==> config.mk <==
export PLATFORM = sky130hd
export DESIGN_NAME = vector_reg_file_mw_flat
export DESIGN_NICKNAME = d
export VERILOG_FILES = /design/src/rtl/vector_reg_file_mw_pkg.sv /design/src/rtl/vector_reg_file_mw_if.sv /design/src/rtl/vector_reg_file_mw_clear_seq.sv /design/src/rtl/vector_reg_file_mw.sv /design/src/flat_wrapper.sv
export SDC_FILE = /design/constraint.sdc
export NUM_CORES = 1
export LEC_CHECK = 0
export CORE_ASPECT_RATIO = 0.8
export CORE_MARGIN = 5
export CORE_UTILIZATION = 60
export CTS_BUF_LIST = sky130_fd_sc_hd__clkbuf_8
export DETAILED_ROUTE_END_ITERATION = 16
export PLACE_DENSITY = 0.83
export REMOVE_ABC_BUFFERS = 1
export SYNTH_ARGS = -nofsm -noshare
export SYNTH_HDL_FRONTEND = slang
export SYNTH_HIERARCHICAL = 1
export SYNTH_SLANG_ARGS = --single-unit
==> constraint.sdc <==
create_clock -name clk -period 4.95 [get_ports clk]
set_input_delay 0.99 -clock clk [delete_from_list [all_inputs] [get_ports clk]]
set_output_delay 0.99 -clock clk [all_outputs]
set_load 0.1 [all_outputs]
==> src/rtl/vector_reg_file_mw_pkg.sv <==
`default_nettype none
// ---------------------------------------------------------------------------
// vrf_pkg : shared types and lane-merge helper for vector_reg_file_mw  (rev 1.0)
// ---------------------------------------------------------------------------
package vrf_pkg;

  localparam int VRF_S = 3;
  localparam int VRF_D = 8;
  localparam int VRF_V = 4;

  typedef logic [VRF_D-1:0] lane_t;
  typedef lane_t [VRF_V-1:0] vec_t;
  typedef logic [VRF_V-1:0] mask_t;

  typedef enum logic [0:0] {
    IDLE  = 1'b0,
    SWEEP = 1'b1
  } vrf_state_e;

  function automatic vec_t merge_lanes(vec_t old_v, vec_t new_v, mask_t mask);
    vec_t r;
    for (int i = 0; i < VRF_V; i++) begin
      r[i] = mask[i] ? new_v[i] : old_v[i];
    end
    return r;
  endfunction

endpackage
`default_nettype wire

==> src/rtl/vector_reg_file_mw_if.sv <==
`default_nettype none
// ---------------------------------------------------------------------------
// vector_reg_file_mw_if : read/write/clear port bundle of the vector RF  (rev 1.0)
// ---------------------------------------------------------------------------
interface vector_reg_file_mw_if
  import vrf_pkg::*;
#(
  parameter int S = VRF_S
);
  logic         we3;
  logic [S-1:0] wa3;
  mask_t        wmask;
  vec_t         wd3;
  logic [S-1:0] ra1;
  logic [S-1:0] ra2;
  vec_t         rd1;
  vec_t         rd2;
  logic         clr_req;
  logic         busy;

  modport master (
    output we3, wa3, wmask, wd3, ra1, ra2, clr_req,
    input  rd1, rd2, busy
  );

  modport slave (
    input  we3, wa3, wmask, wd3, ra1, ra2, clr_req,
    output rd1, rd2, busy
  );
endinterface
`default_nettype wire

==> src/rtl/vector_reg_file_mw_clear_seq.sv <==
`default_nettype none
// ---------------------------------------------------------------------------
// vrf_clear_seq : vclear sweep FSM, one register index per cycle from 1 up  (rev 1.0)
// ---------------------------------------------------------------------------
module vrf_clear_seq
  import vrf_pkg::*;
#(
  parameter int S = VRF_S
) (
  input  wire logic         clk,
  input  wire logic         rst_n,
  input  wire logic         clr_req,
  output logic              busy,
  output logic              clr_we,
  output logic [S-1:0]      clr_addr
);

  localparam logic [S-1:0] LAST = '1;

  vrf_state_e   state;
  logic [S-1:0] cnt;

  // Terminal compare precedes the increment, so cnt never wraps to 0.
  always_ff @(posedge clk or negedge rst_n) begin
    if (!rst_n) begin
      state <= IDLE;
      cnt   <= '0;
      busy  <= 1'b0;
    end else begin
      case (state)
        IDLE: begin
          if (clr_req) begin
            state <= SWEEP;
            cnt   <= S'(1);
            busy  <= 1'b1;
          end
        end
        SWEEP: begin
          if (cnt == LAST) begin
            state <= IDLE;
            cnt   <= '0;
            busy  <= 1'b0;
          end else begin
            cnt <= cnt + S'(1);
          end
        end
        default: begin
          state <= IDLE;
          cnt   <= '0;
          busy  <= 1'b0;
        end
      endcase
    end
  end

  assign clr_we   = busy;
  assign clr_addr = cnt;

endmodule
`default_nettype wire

==> src/rtl/vector_reg_file_mw.sv <==
`default_nettype none
// ---------------------------------------------------------------------------
// vector_reg_file_mw : 2R/1W masked vector register file with vclear sweep  (rev 1.0)
// Optional macro WRITE_BYPASS_EN: same-cycle write-to-read forwarding.
// ---------------------------------------------------------------------------
module vector_reg_file_mw
  import vrf_pkg::*;
#(
  parameter int S = VRF_S,
  parameter int D = VRF_D,
  parameter int V = VRF_V
) (
  input  wire logic clk,
  input  wire logic rst_n,
  vector_reg_file_mw_if.slave bus
);

  localparam int NREG = 2 ** S;

  // Lane geometry must match vec_t from the package; D/V shape the storage row.
  typedef logic [V-1:0][D-1:0] row_t;

  row_t         regs [NREG];
  logic         busy;
  logic         clr_we;
  logic [S-1:0] clr_addr;
  logic         wr_acc;

  vrf_clear_seq #(.S(S)) u_clear_seq (
    .clk      (clk),
    .rst_n    (rst_n),
    .clr_req  (bus.clr_req),
    .busy     (busy),
    .clr_we   (clr_we),
    .clr_addr (clr_addr)
  );

  assign bus.busy = busy;
  assign wr_acc   = bus.we3 && !busy && (bus.wa3 != '0);

  // Writes and sweep clears never coincide: writes are only accepted while idle.
  always_ff @(posedge clk or negedge rst_n) begin
    if (!rst_n) begin
      for (int i = 0; i < NREG; i++) begin
        regs[i] <= '0;
      end
    end else begin
      if (wr_acc) begin
        regs[bus.wa3] <= merge_lanes(regs[bus.wa3], bus.wd3, bus.wmask);
      end
      if (clr_we) begin
        regs[clr_addr] <= '0;
      end
    end
  end

  always_comb begin
    bus.rd1 = (bus.ra1 == '0) ? '0 : regs[bus.ra1];
    bus.rd2 = (bus.ra2 == '0) ? '0 : regs[bus.ra2];
`ifdef WRITE_BYPASS_EN
    if (wr_acc && (bus.wa3 == bus.ra1)) begin
      bus.rd1 = merge_lanes(regs[bus.ra1], bus.wd3, bus.wmask);
    end
    if (wr_acc && (bus.wa3 == bus.ra2)) begin
      bus.rd2 = merge_lanes(regs[bus.ra2], bus.wd3, bus.wmask);
    end
`endif
  end

endmodule
`default_nettype wire

==> src/flat_wrapper.sv <==
// flat-port wrapper written by rule: the top's interface ports become plain ports
module vector_reg_file_mw_flat import vrf_pkg::*;
#(
  parameter int S = VRF_S,
  parameter int D = VRF_D,
  parameter int V = VRF_V
)
  (clk, rst_n, bus_we3, bus_wa3, bus_wmask, bus_wd3, bus_ra1, bus_ra2, bus_clr_req, bus_rd1, bus_rd2, bus_busy);
  vector_reg_file_mw_if #(.S(S)) bus_i ();
  input  wire logic clk;
  input  wire logic rst_n;
  input wire logic [$bits(bus_i.we3)-1:0] bus_we3;
  input wire logic [$bits(bus_i.wa3)-1:0] bus_wa3;
  input wire logic [$bits(bus_i.wmask)-1:0] bus_wmask;
  input wire logic [$bits(bus_i.wd3)-1:0] bus_wd3;
  input wire logic [$bits(bus_i.ra1)-1:0] bus_ra1;
  input wire logic [$bits(bus_i.ra2)-1:0] bus_ra2;
  input wire logic [$bits(bus_i.clr_req)-1:0] bus_clr_req;
  output wire logic [$bits(bus_i.rd1)-1:0] bus_rd1;
  output wire logic [$bits(bus_i.rd2)-1:0] bus_rd2;
  output wire logic [$bits(bus_i.busy)-1:0] bus_busy;
  assign bus_i.we3 = bus_we3;
  assign bus_i.wa3 = bus_wa3;
  assign bus_i.wmask = bus_wmask;
  assign bus_i.wd3 = bus_wd3;
  assign bus_i.ra1 = bus_ra1;
  assign bus_i.ra2 = bus_ra2;
  assign bus_i.clr_req = bus_clr_req;
  assign bus_rd1 = bus_i.rd1;
  assign bus_rd2 = bus_i.rd2;
  assign bus_busy = bus_i.busy;
  vector_reg_file_mw #(.S(S), .D(D), .V(V)) u_core (.clk(clk), .rst_n(rst_n), .bus(bus_i));
endmodule
# --- Word-level counts from Yosys, hierarchy flattened ---
# Index checks and enable logic that the tools add are counted.
totals:
  ff_bits: 261
  input_bits: 49
  out_inout_bits: 65
  elab_cells: 92
classes:
  n_addsub: 1
  n_lt_le_gt_ge: 6
  eq_ne: 3
  mux: 31
  n_bitwise: 7
  reduce_logical: 9
op_table:
  columns: ["op", "count"]
  rows:
  - ["256-bit two-way mux", 2]
  - ["32-bit two-way mux", 10]
  - ["32-bit binary-select mux with 3-bit select", 3]
  - ["256-bit AND", 1]
  - ["256-bit bitwise mux", 1]
  - ["256-bit NOT", 1]
  - ["32-bit demux with 3-bit select", 2]
  - ["8-bit two-way mux", 4]
  - ["4-bit greater-or-equal comparator (second input constant)", 4]
  - ["3-bit NOT with 4-bit output", 4]
  - ["4-bit by 1-bit < comparator with 1-bit output (second input constant)", 2]
  - ["3-bit logical NOT", 2]
  - ["3-bit two-way mux", 2]
  - ["3-bit case mux with 2 select lines", 1]
  - ["1-bit logical AND", 4]
  - ["1-bit two-way mux", 4]
  - ["1-bit case mux with 2 select lines", 2]
  - ["3-bit by 1-bit adder with 3-bit output (second input constant)", 1]
  - ["3-bit == test (second input constant)", 1]
  - ["3-bit nonzero test", 1]
  - ["2-bit by 1-bit != test with 1-bit output (second input constant)", 1]
  - ["2-bit != test (second input constant)", 1]
  - ["2-bit AND reduction", 1]
  - ["1-bit logical NOT", 1]
  - ["1-bit NOT", 1]

# --- Depth between registers and ports, before layout ---
# Gate-level depths: netlist of run 1.
depth:
  ltp_word: 9
  mapped_depth: 7

# --- By module ---
# Netlist of run 1, hierarchy kept.
by_module_without_submodules:
  columns: ["module", "instances", "cells_per_inst", "area_per_inst_um2"]
  rows:
  - ["vector_reg_file_mw", 1, 1500, 15557.4]
  - ["vrf_clear_seq", 1, 20, 236.5]

# --- Worst setup path before layout of run 1 ---
# OpenSTA, ideal clock, no wires.
synth_path:
  path_kind: "input port to output port"
  start: "input bus_ra1[1]"
  end: "output bus_rd1[23]"
  arrival_ns: 3.439
  t_required_ns: 3.960
  path_slack_ns: 0.521
  cell_stages: 5
  n_path_buf: 2
  cell_sequence: "clkbuf_1 -> nor2b_1 -> clkbuf_1 -> a221oi_1 -> a21oi_1"
synth_between:
  elab_chain_len: 5
  word_cells_on_any_way: 6
  cone_classes: "mux (4); bitwise (1); reduce/logical (1)"
synth_rtl:
  columns: ["item", "line_no", "rtl"]
  rows:
  - ["start, declared", "flat_wrapper.sv:16", "input wire logic [$bits(bus_i.ra1)-1:0] bus_ra1;"]
  - ["3-bit NOT with 4-bit output (not written as such)", "vector_reg_file_mw.sv:58", "bus.rd1 = (bus.ra1 == '0) ? '0 : regs[bus.ra1];"]
  - ["32-bit binary-select mux with 3-bit select", "vector_reg_file_mw.sv:58", null]
  - ["32-bit two-way mux (not written as such) (2 in series)", "vector_reg_file_mw.sv:58", null]
  - ["32-bit two-way mux (*)", "vector_reg_file_mw.sv:58", null]
  - ["end, declared", "flat_wrapper.sv:19", "output wire logic [$bits(bus_i.rd1)-1:0] bus_rd1;"]
# Mark *: on every way between the ends. The rest lies on a longest branch, timed or not. The select of a mux whose other input is x is not followed.

# --- Worst setup path in the final report of run 1 ---
layout_path:
  start: "input bus_ra1[0]"
  end: "output bus_rd1[19]"
# Same word-level chain as after synthesis.

==> impl_metrics.env, run 1 <==
export IMPL_dieArea_um2=29700
export IMPL_cp_required_ns=3.96
export IMPL_cp_max_fo=30
export IMPL_antenna_cells=0
export IMPL_dp_hpwl_um=32700
export IMPL_rsz0062_at_grt="false"
export IMPL_cpMaxStageDelayCell="mux4_2"
export IMPL_antenna_found_initial=0
export IMPL_grt_overflow=0
export IMPL_cp_slowest_stage_delay_ns=0.55
export IMPL_hold_path_class="reg -> reg"
export IMPL_final_area_um2=18900
export IMPL_dpl_cell_area_um2=17900
export IMPL_ctsResizeCount=0
export IMPL_area_delta_synth_final_pct=19.6
export IMPL_synth_seq_cells=261
export IMPL_synth_top_area_share=0.414
export IMPL_pin_count=114
export IMPL_htree_levels=2
export IMPL_finalHoldViolCount=0
export IMPL_drt_total_wl_um=54800
export IMPL_powerDensity_nw_per_um2=492
export IMPL_regToRegStartpoint="u_core/u_clear_seq/busy"
export IMPL_ys_types=49
export IMPL_synth_area_um2=15800
export IMPL_max_freq_mhz=257
export IMPL_max_cap_violations=0
export IMPL_die_y_um=155
export IMPL_synth_most_common_cell="dfrtp_1"
export IMPL_clk_pin_slew_worst_paths_ns=0.06
export IMPL_start_kind="input port"
export IMPL_drt_initial_drc_count=2334
export IMPL_avgSynthCellArea_um2=10.4
export IMPL_yosys_warnings=6
export IMPL_dp_cells=1895
export IMPL_critical_path_buf_inv_count=4
export IMPL_cts_sinks=261
export IMPL_arrival_ns=2.90
export IMPL_postCtsSetupRepairBufs=0
export IMPL_clock_skew_ns=0.0160
export IMPL_status="finished, final reports clean"
export IMPL_synth_edf_count=0
export IMPL_drt_pass1_iterations=7
export IMPL_crit_family="buffers and inverters"
export IMPL_tightest_slew_ns=1.22
export IMPL_cts_buffer_depth=3
export IMPL_drive_gt1_frac=0.242
export IMPL_cts_root_buffer="clkbuf_8"
export IMPL_grt_pass1_wl_um=83800
export IMPL_synth_seq_area_share=0.414
export IMPL_synth_area_leader_cell="dfrtp_1"
export IMPL_clock_latency_ns=0.55
export IMPL_numCtsBuffers=42
export IMPL_initial_utilization=0.604
export IMPL_cpMostUsedCell="buf_4"
export IMPL_grt_start_max_net_pins=133
export IMPL_drc_errors=0
export IMPL_min_delay_start="u_core/regs[225]"
export IMPL_first_global_vias=14833
export IMPL_place_congestion=0.934
export IMPL_core_area_um2=26100
export IMPL_finalSetupTns_ns=0
export IMPL_path_cells="buf_4, buf_4, mux4_2, inv_1, a21oi_1, buf_12"
export IMPL_relSlewSlack=0.185
export IMPL_port_buffers=113
export IMPL_leakage_nw=7.92
export IMPL_viasPerCell=7.48
export IMPL_setup_viol=0
export IMPL_ir_worst_vdd_v=0.000371
export IMPL_critPathKind="in -> out"
export IMPL_rows=53
export IMPL_fin_cells=1972
export IMPL_p_total_w=0.00929
export IMPL_r2r_slack_ns=2.16
export IMPL_ctsHoldBuffers=0
export IMPL_dr_total_vias=14741
export IMPL_whs_endpoint="u_core/regs[225]"
export IMPL_timing_rr_end="u_core/regs[101]"
export IMPL_dieWidth_um=191
export IMPL_r2r_cells=3
export IMPL_final_min_clock_period_ns=3.89
export IMPL_drv_slew=0
export IMPL_synthFlopType="dfrtp_1"
export IMPL_grt_usage=0.361
export IMPL_postSynthCellCount=1520
export IMPL_synth_common_cells="dfrtp_1, nand2_1, o21ai_0"
export IMPL_ant_nets=0
export IMPL_nets=1634
export IMPL_ys_top_cells_by_area="dfrtp_1, mux4_2, mux2_2, a32o_1, nand2_1"
export IMPL_async_reset_ff_frac=1.00
export IMPL_cts_tree="yes"
export IMPL_min_path_cells=1
export IMPL_period_share=0.786
export IMPL_endpoint_kind="primary output"
export IMPL_wl_per_cell_um=27.8
export IMPL_hold_ws_ns=0.508
==> registers in the layout, indices dropped and copies added, names as in the netlist <==
register / flops
u_core/u_clear_seq/clr_addr: 3
u_core/regs: 256
u_core/u_clear_seq/state: 1
u_core/u_clear_seq/busy: 1
==> placed cells by master, fill, tap and decap left out, types with 46 or more instances in the layout <==
master,n
mux2_2,79
dfrtp_1,261
nand2b_1,46
buf_12,67
a221oi_1,64
a21oi_1,79
mux4_2,65
buf_4,53
clkbuf_8,54
a32o_1,85
inv_1,94
o21ai_0,113
nand2_1,186
==> metrics by stage <==
| stage | utilization | worst slack [ns] |
|---|---|---|
| after global routing | 0.723 | 0.973 |
| after floorplan | - | 0.146 |
| final | 0.723 | 1.06 |
| after global placement | 0.686 | 1.11 |
| after detailed placement | 0.686 | 1.08 |
| after CTS | 0.723 | 1.08 |
==> power by group <==
| part | internal [W] | switching, W | total, W |
|---|---|---|---|
| Combinational | 0.00148 | 0.00226 | 0.00374 |
| Clock | 0.00124 | 0.000911 | 0.00216 |
| Sequential | 0.00270 | 0.000692 | 0.00339 |
==> layout make-up <==
type / instances / area, um2
Fill cell: 1843 / 7240
Timing Repair Buffer: 165 / 2170
Clock inverter: 23 / 228
Inverter: 84 / 315
Multi-Input combinational cell: 1028 / 8450
Tap cell: 357 / 447
Sequential cell: 261 / 6530
Clock buffer: 54 / 743
==> how the worst max path moves through the flow <==
stage | startpoint | to | cells past startpoint
after floorplan | bus_ra1[1] | bus_rd1[0] | 3
after global placement | bus_ra2[0] | bus_rd2[12] | 6
after detailed placement | bus_ra1[0] | bus_rd1[19] | 6
after CTS | bus_ra1[0] | bus_rd1[19] | 6
after global routing | bus_ra1[0] | bus_rd1[13] | 6
final | bus_ra1[0] | bus_rd1[19] | 6
==> logic make-up after synthesis <==
group,after synthesis,share of synthesized area
multiplexers,181,0.172
AO/OA/AOI/OAI,501,0.245
AND/OR/NAND/NOR,343,0.106
adder cells (fa/ha/maj),3,0.00238
flip-flops,261,0.414
buffers and inverters,231,0.0603
==> per-layer routing <==
layer,wire (um),track usage,vias up
met5,0,0,-
met4,2370,0.154,0
met3,8480,0.112,262
met2,24300,0.542,1380
met1,19600,0.490,7150
li1,-,-,5949
Power figures use the tool's default switching activity.
==> run 2: changes to the inputs <==
==> constraint.sdc (replaced) <==
create_clock -name clk -period 4 [get_ports clk]
set_input_delay 0.8 -clock clk [delete_from_list [all_inputs] [get_ports clk]]
set_output_delay 0.8 -clock clk [all_outputs]
set_load 0.1 [all_outputs]
==> run 2 against run 1 <==
- cell count is 0.86% higher
- non-clock buffer count is 16 higher
- worst hold slack worse by 0.21 ns
- clock power is 11% higher
- design area is 0.63% higher
- global-route usage is 0.55 points higher
- critical path type unchanged
- critical endpoint is now bus_rd1[11]
- largest power group unchanged
==> impl_metrics.env, run 2 (synthesized netlist as in run 1, its figures left out) <==
export IMPL_grt_pass1_wl_um=85200
export IMPL_timing_rr_end="u_core/regs[103]"
export IMPL_final_cell_mix="dfrtp_1, nand2_1, o21ai_0"
export IMPL_endpoint_kind="primary output"
export IMPL_place_congestion=0.904
export IMPL_r2r_cells=3
export IMPL_drt_total_wl_um=55000
export IMPL_port_buffers=113
export IMPL_cts_tree="yes"
export IMPL_cpMostUsedCell="buf_4"
export IMPL_dr_total_vias=15018
export IMPL_setup_viol=0
export IMPL_ctsResizeCount=0
export IMPL_critPathKind="in -> out"
export IMPL_arrival_ns=2.60
export IMPL_pin_count=114
export IMPL_leakage_nw=8.00
export IMPL_antenna_found_initial=0
export IMPL_postCtsSetupRepairBufs=0
export IMPL_drt_pass1_iterations=6
export IMPL_hold_path_class="in -> async"
export IMPL_area_delta_synth_final_pct=20.3
export IMPL_clock_latency_ns=0.56
export IMPL_core_area_um2=26100
export IMPL_worst_path_stages=6
export IMPL_powerDensity_nw_per_um2=594
export IMPL_cpMaxStageDelayCell="mux4_2"
export IMPL_critical_path_buf_inv_count=4
export IMPL_dp_hpwl_um=33300
export IMPL_cp_slowest_stage_delay_ns=0.53
export IMPL_initial_utilization=0.604
export IMPL_rsz0062_at_grt="false"
export IMPL_p_total_w=0.0113
export IMPL_rows=53
export IMPL_path_cells="buf_4, buf_4, mux4_2, inv_1, a21oi_1, buf_12"
export IMPL_max_freq_mhz=294
export IMPL_crit_family="buffers and inverters"
export IMPL_wl_per_cell_um=27.7
export IMPL_numCtsBuffers=43
export IMPL_cts_sinks=261
export IMPL_ir_worst_vdd_v=0.000393
export IMPL_finalHoldViolCount=0
export IMPL_ant_nets=0
export IMPL_viasPerCell=7.55
export IMPL_dieArea_um2=29700
export IMPL_max_cap_violations=0
export IMPL_hold_ws_ns=0.294
export IMPL_cp_required_ns=3.20
export IMPL_grt_start_max_net_pins=107
export IMPL_ctsHoldBuffers=0
export IMPL_nets=1651
export IMPL_dieWidth_um=191
export IMPL_drt_initial_drc_count=2881
export IMPL_r2r_slack_ns=1.21
export IMPL_start_kind="input port"
export IMPL_relSlewSlack=0.237
export IMPL_drc_errors=0
export IMPL_finalSetupTns_ns=0
export IMPL_final_common_cell="dfrtp_1"
export IMPL_drv_slew=0
export IMPL_final_min_clock_period_ns=3.40
export IMPL_drive_gt1_frac=0.247
export IMPL_grt_usage=0.366
export IMPL_period_share=0.851
export IMPL_n_fill_cell=1741
export IMPL_tightest_slew_ns=1.14
export IMPL_top_register="u_core/regs"
export IMPL_grt_overflow=0
export IMPL_first_global_vias=14969
export IMPL_cp_max_fo=32
export IMPL_cts_root_buffer="clkbuf_8"
export IMPL_cts_buffer_depth=3
export IMPL_htree_levels=2
export IMPL_antenna_cells=0
export IMPL_clock_skew_ns=0.0203
export IMPL_clk_pin_slew_worst_paths_ns=0.06
export IMPL_regToRegStartpoint="u_core/u_clear_seq/busy"
export IMPL_status="finished, final reports clean"
export IMPL_die_y_um=155
export IMPL_largest_reg_flops=256
==> run 2: changes by cell type in the layout (fill, tap and decap cells not counted) <==
| cell | delta |
|---|---|
| buf_12 | +8 |
| buf_4 | +8 |
| inv_1 | +5 |
| bufinv_16 | -4 |
==> run 2: routing by layer <==
| layer | routed length, um | vias up | part of all wire | GRT usage |
|---|---|---|---|---|
| li1 | - | 5968 | - | - |
| met1 | 19500 | 7195 | 0.35 | 0.509 |
| met2 | 23900 | 1530 | 0.43 | 0.530 |
| met3 | 8780 | 325 | 0.16 | 0.107 |
| met4 | 2860 | 0 | 0.052 | 0.181 |
| met5 | 0 | - | 0 | 0 |
==> run 2: layout make-up <==
type / instances / area (um2) / share of cell area
inverters: 84 / 315 / 0.0166
repair buffers: 181 / 2390 / 0.126
flip-flops and latches: 261 / 6530 / 0.344
well taps: 357 / 447 / 0.0235
multi-input cells: 1028 / 8450 / 0.445
clock inverters: 24 / 126 / 0.00665
clock buffers: 54 / 743 / 0.0391
==> run 2: where the power goes <==
group          switching (W)  internal (W)  total (W)
sequential          0.000851       0.00334    0.00420
combinational        0.00283       0.00188    0.00471
clock                0.00111       0.00128    0.00239
==> run 2: worst max-delay path by stage <==
stage / from / endpoint / slack (ns)
6_report: bus_ra1[0] / bus_rd1[11] / 0.60
2_1_floorplan: bus_ra1[1] / bus_rd1[0] / -0.42
4_1_cts: bus_ra1[0] / bus_rd1[10] / 0.60
3_5_place_dp: bus_ra1[0] / bus_rd1[10] / 0.61
5_1_grt: bus_ra1[0] / bus_rd1[11] / 0.53
3_3_place_gp: bus_ra1[0] / bus_rd1[16] / 0.61
==> run 2: through the flow <==
stage	util	cells	setup slack, ns	instance area, um2
floorplan	-	1373	-0.424	15200
global placement	0.694	1911	0.608	18100
detailed placement	0.694	1911	0.609	18100
CTS	0.727	1989	0.597	19000
global route	0.727	1989	0.529	19000
finish	0.727	1989	0.596	19000
==> run 2: worst reg2reg max path, cell delays in order (launching register included) <==
cell	delay, ns
dfrtp_1	0.60
nor4bb_1	0.75
or3_1	0.97
o21ai_0	0.29
